<file path="src/rtl/qtable_loader_if.sv">
// rtl/qtable_loader_if.sv - DQT payload byte stream between a byte source and the quantization table loader
interface qtable_loader_if;
    logic [7:0] dqt_data;
    logic       dqt_valid;
    logic       dqt_ready;

    modport master (output dqt_data, output dqt_valid, input dqt_ready);
    modport slave  (input dqt_data, input dqt_valid, output dqt_ready);
endinterface

</file>
<file path="src/rtl/qtable_loader.sv">
// rtl/qtable_loader.sv - DQT segment parser writing de-zigzagged 64-entry tables into lum/chr memories
module qtable_loader #(
    parameter logic [3:0] LUM_TQ = 4'd0,
    parameter logic [3:0] CHR_TQ = 4'd1
) (
    input  logic                 clk,
    input  logic                 rst,
    input  logic                 start,
    input  logic [15:0]          seg_len,
    qtable_loader_if.slave       dqt,
    output logic                 busy,
    output logic                 done,
    output logic                 err,
    output logic                 lum_qtable_wr_ext,
    output logic                 chr_qtable_wr_ext,
    output logic [5:0]           lum_qtable_addr_ext,
    output logic [5:0]           chr_qtable_addr_ext,
    output logic [7:0]           lum_qtable_wdata_ext,
    output logic [7:0]           chr_qtable_wdata_ext
);

    typedef enum logic [1:0] {IDLE, HDR, DATA, ERR} state_t;

    // Position k in the zigzag stream lands at natural (row-major) address ZZ[k].
    localparam logic [5:0] ZZ [64] = '{
        6'd0,  6'd1,  6'd8,  6'd16, 6'd9,  6'd2,  6'd3,  6'd10,
        6'd17, 6'd24, 6'd32, 6'd25, 6'd18, 6'd11, 6'd4,  6'd5,
        6'd12, 6'd19, 6'd26, 6'd33, 6'd40, 6'd48, 6'd41, 6'd34,
        6'd27, 6'd20, 6'd13, 6'd6,  6'd7,  6'd14, 6'd21, 6'd28,
        6'd35, 6'd42, 6'd49, 6'd56, 6'd57, 6'd50, 6'd43, 6'd36,
        6'd29, 6'd22, 6'd15, 6'd23, 6'd30, 6'd37, 6'd44, 6'd51,
        6'd58, 6'd59, 6'd52, 6'd45, 6'd38, 6'd31, 6'd39, 6'd46,
        6'd53, 6'd60, 6'd61, 6'd54, 6'd47, 6'd55, 6'd62, 6'd63
    };

    state_t      state;
    logic [15:0] rem;
    logic [5:0]  k;
    logic        sel_chr;
    logic        accept;
    logic        hdr_ok;

    // A header is only taken when a whole table (Pq/Tq byte + 64 entries) remains.
    assign dqt.dqt_ready = (state == DATA) || ((state == HDR) && (rem >= 16'd65));
    assign busy          = (state == HDR) || (state == DATA);
    assign accept        = dqt.dqt_valid && dqt.dqt_ready;
    assign hdr_ok        = (dqt.dqt_data[7:4] == 4'd0) &&
                           ((dqt.dqt_data[3:0] == LUM_TQ) || (dqt.dqt_data[3:0] == CHR_TQ));

    always_ff @(posedge clk) begin
        if (rst) begin
            state                <= IDLE;
            rem                  <= 16'd0;
            k                    <= 6'd0;
            sel_chr              <= 1'b0;
            done                 <= 1'b0;
            err                  <= 1'b0;
            lum_qtable_wr_ext    <= 1'b0;
            chr_qtable_wr_ext    <= 1'b0;
            lum_qtable_addr_ext  <= 6'd0;
            chr_qtable_addr_ext  <= 6'd0;
            lum_qtable_wdata_ext <= 8'd0;
            chr_qtable_wdata_ext <= 8'd0;
        end else begin
            done              <= 1'b0;
            lum_qtable_wr_ext <= 1'b0;
            chr_qtable_wr_ext <= 1'b0;
            case (state)
                IDLE: begin
                    if (start) begin
                        err <= (seg_len < 16'd2);
                        rem <= seg_len - 16'd2;
                        state <= (seg_len < 16'd2) ? ERR : HDR;
                    end
                end
                HDR: begin
                    if (rem == 16'd0) begin
                        done  <= 1'b1;
                        state <= IDLE;
                    end else if (rem < 16'd65) begin
                        err   <= 1'b1;
                        state <= ERR;
                    end else if (accept) begin
                        if (hdr_ok) begin
                            sel_chr <= (dqt.dqt_data[3:0] == CHR_TQ);
                            k       <= 6'd0;
                            rem     <= rem - 16'd1;
                            state   <= DATA;
                        end else begin
                            err   <= 1'b1;
                            state <= ERR;
                        end
                    end
                end
                DATA: begin
                    if (accept) begin
                        rem <= rem - 16'd1;
                        k   <= k + 6'd1;
                        if (sel_chr) begin
                            chr_qtable_wr_ext    <= 1'b1;
                            chr_qtable_addr_ext  <= ZZ[k];
                            chr_qtable_wdata_ext <= dqt.dqt_data;
                        end else begin
                            lum_qtable_wr_ext    <= 1'b1;
                            lum_qtable_addr_ext  <= ZZ[k];
                            lum_qtable_wdata_ext <= dqt.dqt_data;
                        end
                        if (k == 6'd63) begin
                            state <= HDR;
                        end
                    end
                end
                ERR: begin
                    state <= IDLE;
                end
                default: begin
                    state <= IDLE;
                end
            endcase
        end
    end

endmodule

</file>
<file path="src/flat_wrapper.sv">
// flat-port wrapper written by rule: the top's interface ports become plain ports
module qtable_loader_flat 
#(
    parameter logic [3:0] LUM_TQ = 4'd0,
    parameter logic [3:0] CHR_TQ = 4'd1
)
  (clk, rst, start, seg_len, busy, done, err, lum_qtable_wr_ext, chr_qtable_wr_ext, lum_qtable_addr_ext, chr_qtable_addr_ext, lum_qtable_wdata_ext, chr_qtable_wdata_ext, dqt_dqt_data, dqt_dqt_valid, dqt_dqt_ready);
  qtable_loader_if dqt_i ();
  input  logic clk;
  input  logic rst;
  input  logic start;
  input  logic [15:0] seg_len;
  output logic busy;
  output logic done;
  output logic err;
  output logic lum_qtable_wr_ext;
  output logic chr_qtable_wr_ext;
  output logic [5:0] lum_qtable_addr_ext;
  output logic [5:0] chr_qtable_addr_ext;
  output logic [7:0] lum_qtable_wdata_ext;
  output logic [7:0] chr_qtable_wdata_ext;
  input wire logic [$bits(dqt_i.dqt_data)-1:0] dqt_dqt_data;
  input wire logic [$bits(dqt_i.dqt_valid)-1:0] dqt_dqt_valid;
  output wire logic [$bits(dqt_i.dqt_ready)-1:0] dqt_dqt_ready;
  assign dqt_i.dqt_data = dqt_dqt_data;
  assign dqt_i.dqt_valid = dqt_dqt_valid;
  assign dqt_dqt_ready = dqt_i.dqt_ready;
  qtable_loader #(.LUM_TQ(LUM_TQ), .CHR_TQ(CHR_TQ)) u_core (.clk(clk), .rst(rst), .start(start), .seg_len(seg_len), .dqt(dqt_i), .busy(busy), .done(done), .err(err), .lum_qtable_wr_ext(lum_qtable_wr_ext), .chr_qtable_wr_ext(chr_qtable_wr_ext), .lum_qtable_addr_ext(lum_qtable_addr_ext), .chr_qtable_addr_ext(chr_qtable_addr_ext), .lum_qtable_wdata_ext(lum_qtable_wdata_ext), .chr_qtable_wdata_ext(chr_qtable_wdata_ext));
endmodule
</file>
<file path="config.mk">
export PLATFORM = sky130hd
export DESIGN_NAME = qtable_loader_flat
export DESIGN_NICKNAME = d
export VERILOG_FILES = /design/src/rtl/qtable_loader_if.sv /design/src/rtl/qtable_loader.sv /design/src/flat_wrapper.sv
export SDC_FILE = /design/constraint.sdc
export NUM_CORES = 1
export LEC_CHECK = 0
export ABC_AREA = 1
export CELL_PAD_IN_SITES_DETAIL_PLACEMENT = 0
export CELL_PAD_IN_SITES_GLOBAL_PLACEMENT = 2
export CORE_ASPECT_RATIO = 1.5
export CORE_UTILIZATION = 31
export DETAILED_ROUTE_END_ITERATION = 10
export HOLD_SLACK_MARGIN = 0.06
export PLACE_DENSITY = 0.88
export SYNTH_ARGS = -nofsm -noshare
export SYNTH_HDL_FRONTEND = slang
export SYNTH_SLANG_ARGS = --single-unit
export TNS_END_PERCENT = 50
</file>
<file path="constraint.sdc">
create_clock -name clk -period 5.2 [get_ports clk]
set_input_delay 1.04 -clock clk [delete_from_list [all_inputs] [get_ports clk]]
set_output_delay 1.04 -clock clk [all_outputs]
set_load 0.03 [all_outputs]
</file>
### After elaboration in Yosys (flattened, before gate mapping)

Memory sizes are Yosys's and may differ from the RTL's.
Index checks and enable logic that the tools add are counted.

| operators by class | value |
|---|---|
| add/sub/neg operators | 3 |
| $lt $le $gt $ge | 4 |
| equality and inequality tests | 15 |
| multiplexer cells | 33 |
| bitwise operators | 7 |
| reduce and logical (&&, ||, !) cells | 22 |

Operator list:

| operator | count |
|---|---|
| $mux 16 | 6 |
| $pmux 16 s3 | 1 |
| $mux 6 | 7 |
| $ge 16x7->1 const B | 1 |
| $logic_not 16->1 | 1 |
| $lt 16x2->1 const B | 1 |
| $lt 16x7->1 const B | 1 |
| $sub 16x1->16 const B | 1 |
| $sub 16x2->16 const B | 1 |
| $mux 2 | 7 |
| $pmux 6 s2 | 1 |
| $reduce_and 5->1 | 2 |
| $mux 1 | 9 |
| $logic_not 4->1 | 2 |
| $ne 2x2->1 const B | 4 |
| $pmux 2 s4 | 1 |
| $ge 7x7->1 const B | 1 |
| $not 6->7 | 1 |
| $reduce_and 7->1 | 1 |
| $add 6x1->6 const B | 1 |
| $eq 6x6->1 const B | 1 |
| $ne 2x1->1 const B | 3 |
| $not 1->1 | 6 |
| $reduce_and 3->1 | 2 |
| 16 further kinds | 22 |

| word-level totals | value |
|---|---|
| flip-flop bits (word level) | 57 |
| memory bits (read-only) | 384 |
| input port bits | 28 |
| output and inout bits | 34 |
| word-level logic and storage cells | 97 |
| memories kept | 1 |

Memories:

| memory | words | width | read ports | clocked after memory_dff | write ports | line | RTL |
|---|---|---|---|---|---|---|---|
| (name not given) | 64 | 6 | 1 | 0 | 0 | qtable_loader.sv:101 | `chr_qtable_addr_ext <= ZZ[k];` |

### Logic depth before layout (Yosys ltp)

| depth | value |
|---|---|
| depth in word-level cells | 8 |
| gate-level depth with buffers | 16 |
| depth with buffers taken out | 15 |

### Worst setup path before layout

No wires, ideal clock.

| timing path | value |
|---|---|
| path kind | reg-to-output |
| from | register u_core.state[1] |
| to | output port dqt_dqt_ready |
| arrival time | 1.140 ns |
| required time | 4.160 ns |
| slack | 3.020 ns |
| stages on the path, launching flop included | 8 |
| buffers on the path | 1 |
| cell sequence | dfxtp_1 inv_1 ha_1 buf_4 nand3_1 nor2_1 nor2_1 nand2_4 |

| between the ends | value |
|---|---|
| word-level cells in the longest chain between the ends | 3 |
| elaborated cells between the ends (all ways) | 4 |
| classes of those cells | 2 x eq/ne; 2 x reduce/logical |

RTL lines:

| what | line | RTL |
|---|---|---|
| start, declared | qtable_loader.sv:36 | `state_t state;` |
| start signal, assigned | qtable_loader.sv:73 | `state <= (seg_len < 16'd2) ? ERR : HDR;` |
| $eq 2x1->1 | qtable_loader.sv:44 | `assign dqt.dqt_ready = (state == DATA) \|\| ((state == HDR) && (rem >= 16'd65));` |
| $logic_and 1x1->1 | qtable_loader.sv:44 |  |
| $logic_or 1x1->1 * | qtable_loader.sv:44 |  |
| end, declared | flat_wrapper.sv:24 | `output wire logic [$bits(dqt_i.dqt_ready)-1:0] dqt_dqt_ready;` |

Every way passes the cells marked *; elsewhere a longest branch is shown, timed or not.

### Final worst setup path

Same ends and word-level chain as after synthesis.

==> run metrics <==
status=finished clean; CTS Root Cell=clkbuf_16; Die Y=roughly 140 um; TritonCTS Sinks=between 50 and 60; vias=about 4100; synthesized area=between 4000 and 5000 um2; CTS Hold Bufs=0; Post-synth EDFFs=0; fin util=between 40% and 50%; worst skew pair latency=about 330 ps; Synth Flop Type=dfxtp_1; FP Rows=50; Max FO, Critical Path=10; CP Cell Sequence=inv_1 -> ha_1 -> nand3_1 -> nor2_1 -> nor2_1 -> nand2_4 -> clkdlybuf4s50_1; TritonCTS clock tree=done; data required time of the critical path=between 4000 and 5000 ps; leakage=2.242 nW; Ports=between 60 and 70; post-synthesis area per instance=~6.3 um2; largest net degree at the start of global routing=37; Synth top area share=between 20% and 30%; total power=around 2.5 mW; Tmin final=3358 ps; GRT Util Overall=between 10% and 20%; kind of cell adding the most delay to the critical path=buffers and inverters; top-count cell post-synth=nor2_1; die footprint=13440 um2; drt total wl=approximately 11 mm; gr ovfl total=0; final setup TNS=0 ps; Tightest Pin Transition=approximately 1000 ps; vias per inst=4.874; share of cells above drive strength 1=5.789%; CTS H-tree lvls=3; synthesized net count=686; crit path max-delay cell type=clkdlybuf4s50_1; initial antenna violation count=0; Final Slew Violations=0; Hold Vio Cnt, Final=0; synth cell count leaders=nor2_1, nand2_1, inv_1; DR iter-0 viols=171; unrepaired setup endpoints after global routing=false; IO Port Bufs=61; Post-DRT Antenna Nets=0; worst hold path class=reg2reg; final std cells w/o fill=~850; count of different cell masters after synthesis=38; PnR worst setup slack=approximately 1800 ps; setup bufs post-CTS=0; Buf+Inv Stages, Crit Path=2; Ant. Diodes=0; routed len/inst=roughly 14 um; # nets final=between 700 and 800; crit path DAT=2320 ps; placed cell count=831; CTS resizes=0; final HPWL from detailed placement=between 8 and 9 mm; fmax=between 200 and 300 MHz; Slew headroom=31.56%; register bit total from synthesis=57; # setup viols final=0; P per Cell Area=~500 nW/um2; critical path class=reg2out; fin crit share=between 60 and 70%; Synth area leaders=dfxtp_1, nor2_1, nand2_1; Ys Warns=0; CP startpoint kind=flip-flop; crit-path max cell delay=670 ps; crit end category=primary output; cell taking the most area after synthesis=dfxtp_1; Post-synth ARST share=0%; number of global-route vias before repair=slightly below 4000; max-cap violations=0; Top cell by count, worst path=nor2_1; DRC=0; drt pass-1 iters=4; clock-pin slew on the worst setup and hold paths=50 ps; worst vdd ir=a little under 200 uV; Layout area overhead=25.76%; Final GP Congestion=~0.91; Die X=~95 um; setup skew after layout=between 6 and 7 ps; number of fillers in the final layout=1353; post-place setup slack=approximately 1700 ps; post-synthesis sequential area ratio=between 20% and 30%; core area=roughly 13000 um2; Synth Instances=roughly 630; CTS Buf Count=9; global-route wire length before repair=between 15 and 20 mm; CTS Buffer Depth=2; initial cell density of the core=a little under a third
-- final cells by class --
class                      count  area [um2]  share of cell area (%)
tap                          156       195.2                   3.859
sequential                    57        1141                   22.56
timing repair buffer          63       625.6                   12.37
clock inverter                 7       102.6                   2.029
inverter                      75       281.5                   5.567
multi-input combinational    480        2486                   49.16
clock buffer                   9       225.2                   4.453
-- cells in the final DEF (no fill, tap or decap), types with 2 or more instances in the layout --
cell type / synthesis / final
inv_6: 0 / 2
nor2_1: 117 / 117
clkdlybuf4s50_1: 0 / 61
clkinv_1: 5 / 5
nor2_4: 2 / 2
o21ai_0: 63 / 63
xor2_1: 6 / 6
xnor2_1: 2 / 2
nand2_4: 4 / 4
buf_4: 1 / 2
a21oi_2: 4 / 4
nand4_1: 17 / 17
ha_1: 24 / 24
nand2_2: 3 / 3
nand3_1: 42 / 42
o21bai_1: 7 / 7
dfxtp_1: 57 / 57
o21a_1: 3 / 3
nand2_1: 114 / 114
nor2_2: 6 / 6
clkinv_4: 0 / 2
clkbuf_16: 0 / 9
nor3_1: 9 / 9
inv_1: 69 / 69
bufinv_16: 0 / 2
o22ai_1: 6 / 6
a21oi_1: 36 / 36
o211ai_1: 4 / 4
a31oi_1: 2 / 2
-- flip-flops by register name, indices dropped and copies added, names as in the netlist --
| register | cells |
|---|---|
| u_core.state | 2 |
| u_core.chr_qtable_wr_ext | 1 |
| u_core.chr_qtable_wdata_ext | 8 |
| u_core.sel_chr | 1 |
| u_core.k | 6 |
| u_core.lum_qtable_wr_ext | 1 |
| u_core.chr_qtable_addr_ext | 6 |
| u_core.lum_qtable_wdata_ext | 8 |
| u_core.lum_qtable_addr_ext | 6 |
| u_core.done | 1 |
| u_core.rem | 16 |
| u_core.err | 1 |
-- tightest hold or removal path, stage by stage, from the launching register on --
cell and delay [ps]:
dfxtp_1 320, o21ai_0 70, a21oi_1 50
-- worst paths after layout --
check                             endpoint  slack (ps)       startpoint  depth (start not counted)
max                          dqt_dqt_ready        1840  u_core.state[1]                          7
min                         u_core.sel_chr         490   u_core.sel_chr                          2
min reg2reg                 u_core.sel_chr         490   u_core.sel_chr                          2
max reg2reg  u_core.lum_qtable_addr_ext[4]        2560      u_core.k[2]                          6
-- kinds of logic after synthesis --
group | after synthesis | synth area share, %
AO/OA/AOI/OAI | 131 | 18.20
adder cells (fa/ha/maj) | 24 | 7.467
buffers and inverters | 97 | 9.801
flip-flops | 57 | 28.38
XOR/XNOR | 8 | 1.742
AND/OR/NAND/NOR | 317 | 34.41
-- where the power goes --
| part | internal (mW) | switching (mW) | leakage (nW) |
|---|---|---|---|
| clock network | 0.424 | 0.221 | 0.157 |
| registers | 0.526 | 0.0987 | 0.464 |
| logic | 0.436 | 0.836 | 1.62 |
-- per-layer routing --
layer  track usage (%)  vias up  share of wire [%]
met1             21.49     1848                 43
met5                 0        -                  0
met2             31.20       76                 52
li1                  -     2187                  -
met3             2.519       17                2.6
met4             8.134        0                3.1
-- stage by stage --
| stage | hold WS [ps] | area (um2) |
|---|---|---|
| 6_report | 485.9 | 5057 |
| 5_1_grt | 542.0 | 5057 |
| 4_1_cts | 493.3 | 5057 |
| 3_5_place_dp | 488.5 | 4730 |
| 3_3_place_gp | 472.7 | 4730 |
| 2_1_floorplan | 462.8 | 4021 |
Note: power is estimated with default switching activity, not from simulation.
